**config.mk**
```make
export PLATFORM = sky130hd
export DESIGN_NAME = epmp_bus_cycle_flat
export DESIGN_NICKNAME = d
export VERILOG_FILES = /design/src/rtl/epmp_bus_cycle_if.sv /design/src/rtl/epmp_bus_cycle.sv /design/src/flat_wrapper.sv
export SDC_FILE = /design/constraint.sdc
export NUM_CORES = 1
export LEC_CHECK = 0
export ABC_AREA = 1
export CAP_MARGIN = 20
export CORE_ASPECT_RATIO = 0.5
export CORE_MARGIN = 3
export CORE_UTILIZATION = 40
export CTS_CLUSTER_DIAMETER = 30
export DETAILED_ROUTE_END_ITERATION = 7
export PLACE_DENSITY_LB_ADDON = 0.08
export SYNTH_ARGS = -nofsm -noshare
export SYNTH_HDL_FRONTEND = slang
export SYNTH_SLANG_ARGS = --single-unit
```
**constraint.sdc**
```tcl
create_clock -name clk -period 1.7 [get_ports clk]
set_clock_uncertainty 0.1 [all_clocks]
set_input_delay 0.255 -clock clk [delete_from_list [all_inputs] [get_ports clk]]
set_output_delay 0.255 -clock clk [all_outputs]
set_load 0.005 [all_outputs]
```
**src/rtl/epmp_bus_cycle_if.sv**
```systemverilog
// Sequencer-side request/response signals and the external memory bus of the
// EPMP bus cycle controller, bundled together for one port.
interface epmp_bus_cycle_if;
    logic [15:0] A;
    logic [7:0]  MDR_Out;
    logic        Mem_Rd;
    logic        Mem_Wr;
    logic [7:0]  MDR_In;
    logic        Busy;
    logic        Done;
    logic        Err;
    logic [15:0] MA;
    logic [7:0]  MD_O;
    logic        MD_OE;
    logic [7:0]  MD_I;
    logic        nRD;
    logic        nWR;
    logic        READY;

    modport slave (
        input  A, MDR_Out, Mem_Rd, Mem_Wr, MD_I, READY,
        output MDR_In, Busy, Done, Err, MA, MD_O, MD_OE, nRD, nWR
    );

    modport master (
        output A, MDR_Out, Mem_Rd, Mem_Wr, MD_I, READY,
        input  MDR_In, Busy, Done, Err, MA, MD_O, MD_OE, nRD, nWR
    );
endinterface

```
**src/rtl/epmp_bus_cycle.sv**
```systemverilog
// External memory bus cycle controller: SETUP/ACCESS/HOLD strobe sequence with
// programmable wait states, READY extension and timeout abort.
module epmp_bus_cycle #(
    parameter int WAIT_STATES = 1,
    parameter int TIMEOUT     = 16
) (
    input  logic             clk,
    input  logic             rst_n,
    epmp_bus_cycle_if.slave  bus
);

    typedef enum logic [1:0] {IDLE, SETUP, ACCESS, HOLD} state_t;

    localparam logic [3:0] WAIT_INIT = 4'(WAIT_STATES);
    localparam logic [7:0] TMO_LIMIT = 8'(TIMEOUT);

    state_t      state_reg;
    logic [3:0]  wait_cnt_reg;
    logic [7:0]  tmo_cnt_reg;
    logic        is_read_reg;
    logic [15:0] ma_reg;
    logic [7:0]  md_o_reg;
    logic        md_oe_reg;
    logic [7:0]  mdr_in_reg;
    logic        busy_reg;
    logic        done_reg;
    logic        err_reg;
    logic        nrd_reg;
    logic        nwr_reg;

    always_ff @(posedge clk or negedge rst_n) begin
        if (!rst_n) begin
            state_reg    <= IDLE;
            wait_cnt_reg <= '0;
            tmo_cnt_reg  <= '0;
            is_read_reg  <= 1'b0;
            ma_reg       <= '0;
            md_o_reg     <= '0;
            md_oe_reg    <= 1'b0;
            mdr_in_reg   <= '0;
            busy_reg     <= 1'b0;
            done_reg     <= 1'b0;
            err_reg      <= 1'b0;
            nrd_reg      <= 1'b1;
            nwr_reg      <= 1'b1;
        end else begin
            done_reg <= 1'b0;
            err_reg  <= 1'b0;
            case (state_reg)
                IDLE: begin
                    // Read has priority; a simultaneous write request is dropped.
                    if (bus.Mem_Rd || bus.Mem_Wr) begin
                        state_reg    <= SETUP;
                        busy_reg     <= 1'b1;
                        ma_reg       <= bus.A;
                        is_read_reg  <= bus.Mem_Rd;
                        wait_cnt_reg <= '0;
                        tmo_cnt_reg  <= '0;
                        if (!bus.Mem_Rd) begin
                            md_o_reg  <= bus.MDR_Out;
                            md_oe_reg <= 1'b1;
                        end
                    end
                end
                SETUP: begin
                    state_reg    <= ACCESS;
                    wait_cnt_reg <= WAIT_INIT;
                    tmo_cnt_reg  <= '0;
                    if (is_read_reg) begin
                        nrd_reg <= 1'b0;
                    end else begin
                        nwr_reg <= 1'b0;
                    end
                end
                ACCESS: begin
                    // READY is only looked at once the minimum wait has elapsed.
                    if (wait_cnt_reg != 4'd0) begin
                        wait_cnt_reg <= wait_cnt_reg - 4'd1;
                    end else if (bus.READY) begin
                        state_reg <= HOLD;
                        nrd_reg   <= 1'b1;
                        nwr_reg   <= 1'b1;
                        done_reg  <= 1'b1;
                        if (is_read_reg) begin
                            mdr_in_reg <= bus.MD_I;
                        end
                    end else if (tmo_cnt_reg == TMO_LIMIT) begin
                        state_reg <= HOLD;
                        nrd_reg   <= 1'b1;
                        nwr_reg   <= 1'b1;
                        err_reg   <= 1'b1;
                    end else begin
                        tmo_cnt_reg <= tmo_cnt_reg + 8'd1;
                    end
                end
                HOLD: begin
                    // Address and write data stay driven through HOLD for hold time.
                    state_reg <= IDLE;
                    busy_reg  <= 1'b0;
                    md_oe_reg <= 1'b0;
                end
                default: begin
                    state_reg <= IDLE;
                end
            endcase
        end
    end

    assign bus.MA     = ma_reg;
    assign bus.MD_O   = md_o_reg;
    assign bus.MD_OE  = md_oe_reg;
    assign bus.MDR_In = mdr_in_reg;
    assign bus.Busy   = busy_reg;
    assign bus.Done   = done_reg;
    assign bus.Err    = err_reg;
    assign bus.nRD    = nrd_reg;
    assign bus.nWR    = nwr_reg;

endmodule

```
**src/flat_wrapper.sv**
```systemverilog
// flat-port wrapper written by rule: the top's interface ports become plain ports
module epmp_bus_cycle_flat 
#(
    parameter int WAIT_STATES = 1,
    parameter int TIMEOUT     = 16
)
  (clk, rst_n, bus_A, bus_MDR_Out, bus_Mem_Rd, bus_Mem_Wr, bus_MD_I, bus_READY, bus_MDR_In, bus_Busy, bus_Done, bus_Err, bus_MA, bus_MD_O, bus_MD_OE, bus_nRD, bus_nWR);
  epmp_bus_cycle_if bus_i ();
  input  logic clk;
  input  logic rst_n;
  input wire logic [$bits(bus_i.A)-1:0] bus_A;
  input wire logic [$bits(bus_i.MDR_Out)-1:0] bus_MDR_Out;
  input wire logic [$bits(bus_i.Mem_Rd)-1:0] bus_Mem_Rd;
  input wire logic [$bits(bus_i.Mem_Wr)-1:0] bus_Mem_Wr;
  input wire logic [$bits(bus_i.MD_I)-1:0] bus_MD_I;
  input wire logic [$bits(bus_i.READY)-1:0] bus_READY;
  output wire logic [$bits(bus_i.MDR_In)-1:0] bus_MDR_In;
  output wire logic [$bits(bus_i.Busy)-1:0] bus_Busy;
  output wire logic [$bits(bus_i.Done)-1:0] bus_Done;
  output wire logic [$bits(bus_i.Err)-1:0] bus_Err;
  output wire logic [$bits(bus_i.MA)-1:0] bus_MA;
  output wire logic [$bits(bus_i.MD_O)-1:0] bus_MD_O;
  output wire logic [$bits(bus_i.MD_OE)-1:0] bus_MD_OE;
  output wire logic [$bits(bus_i.nRD)-1:0] bus_nRD;
  output wire logic [$bits(bus_i.nWR)-1:0] bus_nWR;
  assign bus_i.A = bus_A;
  assign bus_i.MDR_Out = bus_MDR_Out;
  assign bus_i.Mem_Rd = bus_Mem_Rd;
  assign bus_i.Mem_Wr = bus_Mem_Wr;
  assign bus_i.MD_I = bus_MD_I;
  assign bus_i.READY = bus_READY;
  assign bus_MDR_In = bus_i.MDR_In;
  assign bus_Busy = bus_i.Busy;
  assign bus_Done = bus_i.Done;
  assign bus_Err = bus_i.Err;
  assign bus_MA = bus_i.MA;
  assign bus_MD_O = bus_i.MD_O;
  assign bus_MD_OE = bus_i.MD_OE;
  assign bus_nRD = bus_i.nRD;
  assign bus_nWR = bus_i.nWR;
  epmp_bus_cycle #(.WAIT_STATES(WAIT_STATES), .TIMEOUT(TIMEOUT)) u_core (.clk(clk), .rst_n(rst_n), .bus(bus_i));
endmodule
```
# Word level (Yosys, flattened, before mapping)
# Cells that the tools add are included.
dict set report word_totals {
  regBits 53
  output_inout_bits 38
}
dict set report classes {
  addsub 2
  n_eq_ne 13
  n_mux 32
  n_bitwise 2
  reduce_logical 16
}
# op n
set op_table {}
lappend op_table {{two-way mux 8 bit} 4}
lappend op_table {{case mux 8 bit (3 select lines)} 1}
lappend op_table {{two-way mux 1 bit} 15}
lappend op_table {{case mux 4 bit (3 select lines)} 1}
lappend op_table {{AND reduction 3 bit} 4}
lappend op_table {{AND reduction 4 bit} 3}
lappend op_table {{inequality test 2 bit, second input constant} 5}
lappend op_table {{adder 8 x 1 -> 8 bit, second input constant} 1}
lappend op_table {{== test 8 x 5 -> 1 bit, second input constant} 1}
lappend op_table {{two-way mux 2 bit} 4}
lappend op_table {{two-way mux 4 bit} 2}
lappend op_table {{case mux 1 bit (2 select lines)} 4}
lappend op_table {{case mux 2 bit (4 select lines)} 1}
lappend op_table {{inequality test 2 x 1 -> 1 bit, second input constant} 3}
lappend op_table {{AND reduction 5 bit} 1}
lappend op_table {{== test 2 bit, second input constant} 2}
lappend op_table {{AND reduction 2 bit} 2}
lappend op_table {{nonzero test 2 bit} 2}
lappend op_table {{nonzero test 4 bit} 1}
lappend op_table {{subtractor 4 x 1 -> 4 bit, second input constant} 1}
lappend op_table {{inequality test 3 x 2 -> 1 bit, second input constant} 1}
lappend op_table {{nonzero test 3 bit} 1}
lappend op_table {{== test 2 x 1 -> 1 bit, second input constant} 1}
lappend op_table {{zero test 2 bit} 1}
lappend op_table {{2 further kinds} 3}

# Depth between registers and ports, before layout
dict set report depth {
  word_depth 5
  depth_mapped 10
  depth_no_buf 10
}

# Worst setup path before layout
# Ideal clock, no wire load.
dict set report synth_path {
  path_type {flip-flop to flip-flop}
  from {register u_core.state_reg[0]}
  to {register u_core.tmo_cnt_reg[4]}
  setup_ps 118
  arrival_time_ps 1357
  slack_ps 124
  stages_incl_launch_ff 10
  path_buffers 0
  period_less_slack_ps 1576
  path_cell_list {dfrtp_1 inv_1 ha_1 nor2_2 nand2_2 nand2_4 nor2_8 nand2_4 nand2_1 nand2_1}
}
dict set report synth_via {
  elab_chain_len 3
  elab_cells_between_ends 10
  classes_between {eq/ne: 6; mux: 1; reduce/logical: 3}
}
# item line
set synth_rtl {}
lappend synth_rtl {{start: declaration} epmp_bus_cycle.sv:17} ;# state_t state_reg;
lappend synth_rtl {{start signal: assignment} epmp_bus_cycle.sv:33} ;# state_reg <= IDLE;
lappend synth_rtl {{start signal: assignment} epmp_bus_cycle.sv:53} ;# state_reg <= SETUP;
lappend synth_rtl {{start signal: assignment} epmp_bus_cycle.sv:66} ;# state_reg <= ACCESS;
lappend synth_rtl {{== test 2 bit, or another cell as far along} epmp_bus_cycle.sv:49} ;# case (state_reg)
lappend synth_rtl {{inequality test 2 bit (no source line), or another cell as far along} --}
lappend synth_rtl {{AND reduction 5 bit (no source line)} --}
lappend synth_rtl {{end signal: assignment} epmp_bus_cycle.sv:93} ;# tmo_cnt_reg <= tmo_cnt_reg + 8'd1;
lappend synth_rtl {{end: declaration} epmp_bus_cycle.sv:19} ;# logic [7:0] tmo_cnt_reg;
# Several ways; a longest one is shown, not always the timed one.
# A chain may end at the register's enable or synchronous reset.

# Worst setup path in the final report
dict set report layout_path {
  from {register u_core.nrd_reg (netlist: u_core.bus.nRD)}
  to {output port bus_nRD}
}
# item line
set layout_lines {}
lappend layout_lines {{start: declaration} epmp_bus_cycle.sv:28} ;# logic nrd_reg;
lappend layout_lines {{start signal: assignment} epmp_bus_cycle.sv:44} ;# nrd_reg <= 1'b1;
lappend layout_lines {{start signal: assignment} epmp_bus_cycle.sv:70} ;# nrd_reg <= 1'b0;
lappend layout_lines {{start signal: assignment} epmp_bus_cycle.sv:81} ;# nrd_reg <= 1'b1;
lappend layout_lines {{end: declaration} flat_wrapper.sv:24} ;# output wire logic [$bits(bus_i.nRD)-1:0] bus_nRD;
# No word-level cell between the ends.

==> implementation parameters <==
Parameter                              Value

Outcome
  Status    complete, no violations

Global route
  Via count of the first global-routing pass    roughly 2.3k
  Number of antenna violations at the first check in global routing    0
  Largest net degree at the start of global routing    54
  Wire length of the first global-routing pass    around 10000 µm
  Global-route congestion overflow total    0
  Overall track demand over capacity in global routing    between 10% and 20%

Setup path
  Critical Path Max Stage Delay    about 530 ps
  Launching element type of the critical path    flop
  Total buffers and inverters traversed by the critical path    1
  WP data required    1340 ps
  Crit-path leading delay family    flip-flops
  Slowest cell on the critical path    sky130_fd_sc_hd__dfstp_2
  Critical path endpoint category    output port
  Highest fanout seen on the critical path    2
  Critical path type    flop to output port
  Signal arrival time at the worst endpoint    about 1300 ps
  Worst-path cell chain    clkdlybuf4s50_1

Floorplan
  Initial Util    about 42%
  Overall die area    approximately 7600 µm²
  Die width    120 µm
  Number of top-level pins    75
  Die Ht    63.1 µm
  Placement Rows    20
  Area of the core region    roughly 6200 µm²

Clock tree
  Post-CTS clock slew at the launch and capture registers of the worst setup and hold paths    approximately 60 ps
  Clock latency at the later pin of the worst-skew pair    290 ps
  CTS tree    done
  CTS H-tree lvls    2
  Clock Path Buffers    2
  Inserted Clock Buffers    5
  Sink Count    53
  Root buffer cell    sky130_fd_sc_hd__clkbuf_16

STA
  Fin crit share    a little over nine tenths
  Peak clock frequency supported by timing    between 600 and 700 MHz
  Relative slew margins    between 80% and 90%
  Min Tclk post-route    1660 ps
  Setup TNS after final layout    0 ps
  Post-route worst hold slack    about 360 ps
  Fin. Hold Viols    0
  Number of pins with negative max-slew slack in the final report    0
  Final setup violation count    0
  Tightest Pin Transition    285 ps

Yosys
  Post-synthesis sequential area ratio    ~51%
  Count of synthesis-stage warnings from yosys    0
  Number of library cell types mapped by synthesis    28
  Post-synthesis register bit count    53
  Synthesized instance count    roughly 320
  Avg Cell Area, Syn    between 8 and 9 µm²
  Synth Cell Area    approximately 2600 µm²
  Synthesized net count    approximately 360

Placement
  Final estimated routing congestion in global placement    approximately 0.8
  Count of buffers from port buffering    74
  Detailed placer's ending HPWL    roughly 4400 µm

Drt
  Total DRC errors in the routed layout    0
  Mean number of vias per cell    about 4.5
  Post-Route WL    between 5000 and 6000 µm
  Number of iterations in the first detailed-routing pass    4
  Violation count after the first detailed-routing iteration    approximately 140
  Total via count after detailed routing    between 2k and 2.5k
  ANT nets after route    0
  Per-cell routed wire length    11.9 µm

Cells and area
  Number of nets in the layout    452
  End-of-flow core utilization    ~60%
  Most common library cell in the layout ignoring fill and taps    sky130_fd_sc_hd__nand2_1
  Area growth syn-to-layout    41.9%
  Diode count    0
  Max FFs per register    16
  Layout filler cell count    about 550
  Most frequent cells in the layout    sky130_fd_sc_hd__nand2_1 (135), sky130_fd_sc_hd__clkdlybuf4s50_1 (73), sky130_fd_sc_hd__dfrtp_1 (50), sky130_fd_sc_hd__inv_1 (32), sky130_fd_sc_hd__nor2_1 (17)
  Share of cells above drive strength 1    between 10% and 20%

Power
  Total power draw    about 6.4 mW
  PD cells    roughly 1700 nW/µm²
  Leak Pwr    1.80 nW
  Worst-case vdd ir drop    a little under 0.7 mV

Worst hold path
  Class of the tightest hold or removal check    flop to flop

Flow run
  Number of maximum-capacitance constraint violations    0
-- worst min-delay path, delay by kind of cell, from the launching register on --
kind,cells,cell delay (ps)
flip-flops,1,370
AND/OR/NAND/NOR,2,90
-- synthesized netlist by cell type --
library cell / count / area [µm²]
sky130_fd_sc_hd__nor2_1: 17 / 63.8
sky130_fd_sc_hd__nor2_2: 4 / 25.0
sky130_fd_sc_hd__buf_2: 2 / 10.0
sky130_fd_sc_hd__dfrtp_1: 51 / 1280
sky130_fd_sc_hd__buf_6: 1 / 11.3
sky130_fd_sc_hd__nor3b_1: 1 / 7.51
sky130_fd_sc_hd__nand3_1: 14 / 70.1
sky130_fd_sc_hd__ha_1: 9 / 113
sky130_fd_sc_hd__inv_2: 4 / 15.0
sky130_fd_sc_hd__nand2_4: 4 / 45.0
sky130_fd_sc_hd__a21oi_1: 1 / 5.00
sky130_fd_sc_hd__nand4_1: 5 / 31.3
sky130_fd_sc_hd__nor3_1: 1 / 5.00
sky130_fd_sc_hd__a2bb2oi_2: 1 / 15.0
sky130_fd_sc_hd__o21ai_1: 2 / 10.0
sky130_fd_sc_hd__nand3_2: 1 / 10.0
sky130_fd_sc_hd__inv_1: 32 / 120
sky130_fd_sc_hd__o21ai_0: 15 / 75.1
sky130_fd_sc_hd__o21bai_1: 1 / 7.51
sky130_fd_sc_hd__nand3b_1: 1 / 7.51
sky130_fd_sc_hd__nor3_4: 1 / 16.3
sky130_fd_sc_hd__nand2_1: 136 / 510
sky130_fd_sc_hd__nand2_2: 5 / 31.3
sky130_fd_sc_hd__xor2_1: 1 / 8.76
sky130_fd_sc_hd__o21a_1: 1 / 7.51
sky130_fd_sc_hd__nor2_8: 1 / 20.0
sky130_fd_sc_hd__dfstp_2: 2 / 52.6
sky130_fd_sc_hd__nor2_4: 3 / 33.8
-- per-layer routing --
metal / global-route usage, % / routed length, µm / share of wire, % / vias to the layer above
met2: 28.2 / 2730 / 46 / 48
met5: 0 / 0 / 0 / -
met3: 6.82 / 443 / 7.5 / 8
met4: 3.14 / 65 / 1.1 / 0
li1: - / - / - / 1148
met1: 20.9 / 2670 / 45 / 1018
-- worst paths after layout --
kind / depth (start not counted) / to / slack, ps / start
max: 1 / bus_nRD / 40 / u_core.bus.nRD
min: 2 / u_core.bus.nWR / 360 / u_core.bus.nWR
max reg2reg: 9 / u_core.tmo_cnt_reg[5] / 80 / u_core.state_reg[1]
min reg2reg: 2 / u_core.bus.nWR / 360 / u_core.bus.nWR
max in group asynchronous: 3 / u_core.bus.nRD / 830 / rst_n
min in group asynchronous: 3 / u_core.tmo_cnt_reg[5] / 390 / rst_n
-- repair_timing --
item	4_1_cts	5_1_grt
endpoints found under the hold margin	51	0
setup endpoints to repair	0	47
gates resized for setup	0	7
hold buffers	1	0
setup buffers	0	0
-- cells by family after synthesis --
group / Yosys count / synth area share (%)
fa+ha+maj: 9 / 4.32
flops: 53 / 51.0
simple gates: 194 / 33.7
xor+xnor: 1 / 0.336
buf+inv: 39 / 6.01
compound gates: 21 / 4.61
-- per-stage QoR --
| stage | worst slack [ps] | std cells | instance area [µm²] |
|---|---|---|---|
| floorplan | 124 | 317 | 2600 |
| global placement | 19.2 | 486 | 3530 |
| detailed placement | -3.85 | 486 | 3530 |
| CTS | 28.2 | 495 | 3680 |
| global route | -9.23 | 495 | 3690 |
| finish | 35.8 | 495 | 3690 |
-- power by group --
group / total (mW) / leakage, nW / internal (mW) / switching [mW]
combinational: 3.32 / 1.06 / 1.60 / 1.72
clock: 0.972 / 0.0706 / 0.542 / 0.431
sequential: 2.10 / 0.664 / 1.79 / 0.307
-- cell type report --
cell class	instances	area [µm²]	share of cell area (%)
timing repair buffer	85	846	22.9
multi-input combinational	225	1130	30.6
sequential	53	1330	36.0
clock buffer	6	129	3.49
tap	88	110	2.98
clock inverter	2	10.0	0.271
inverter	36	138	3.73
No activity file was read; power rests on OpenSTA's default activity.
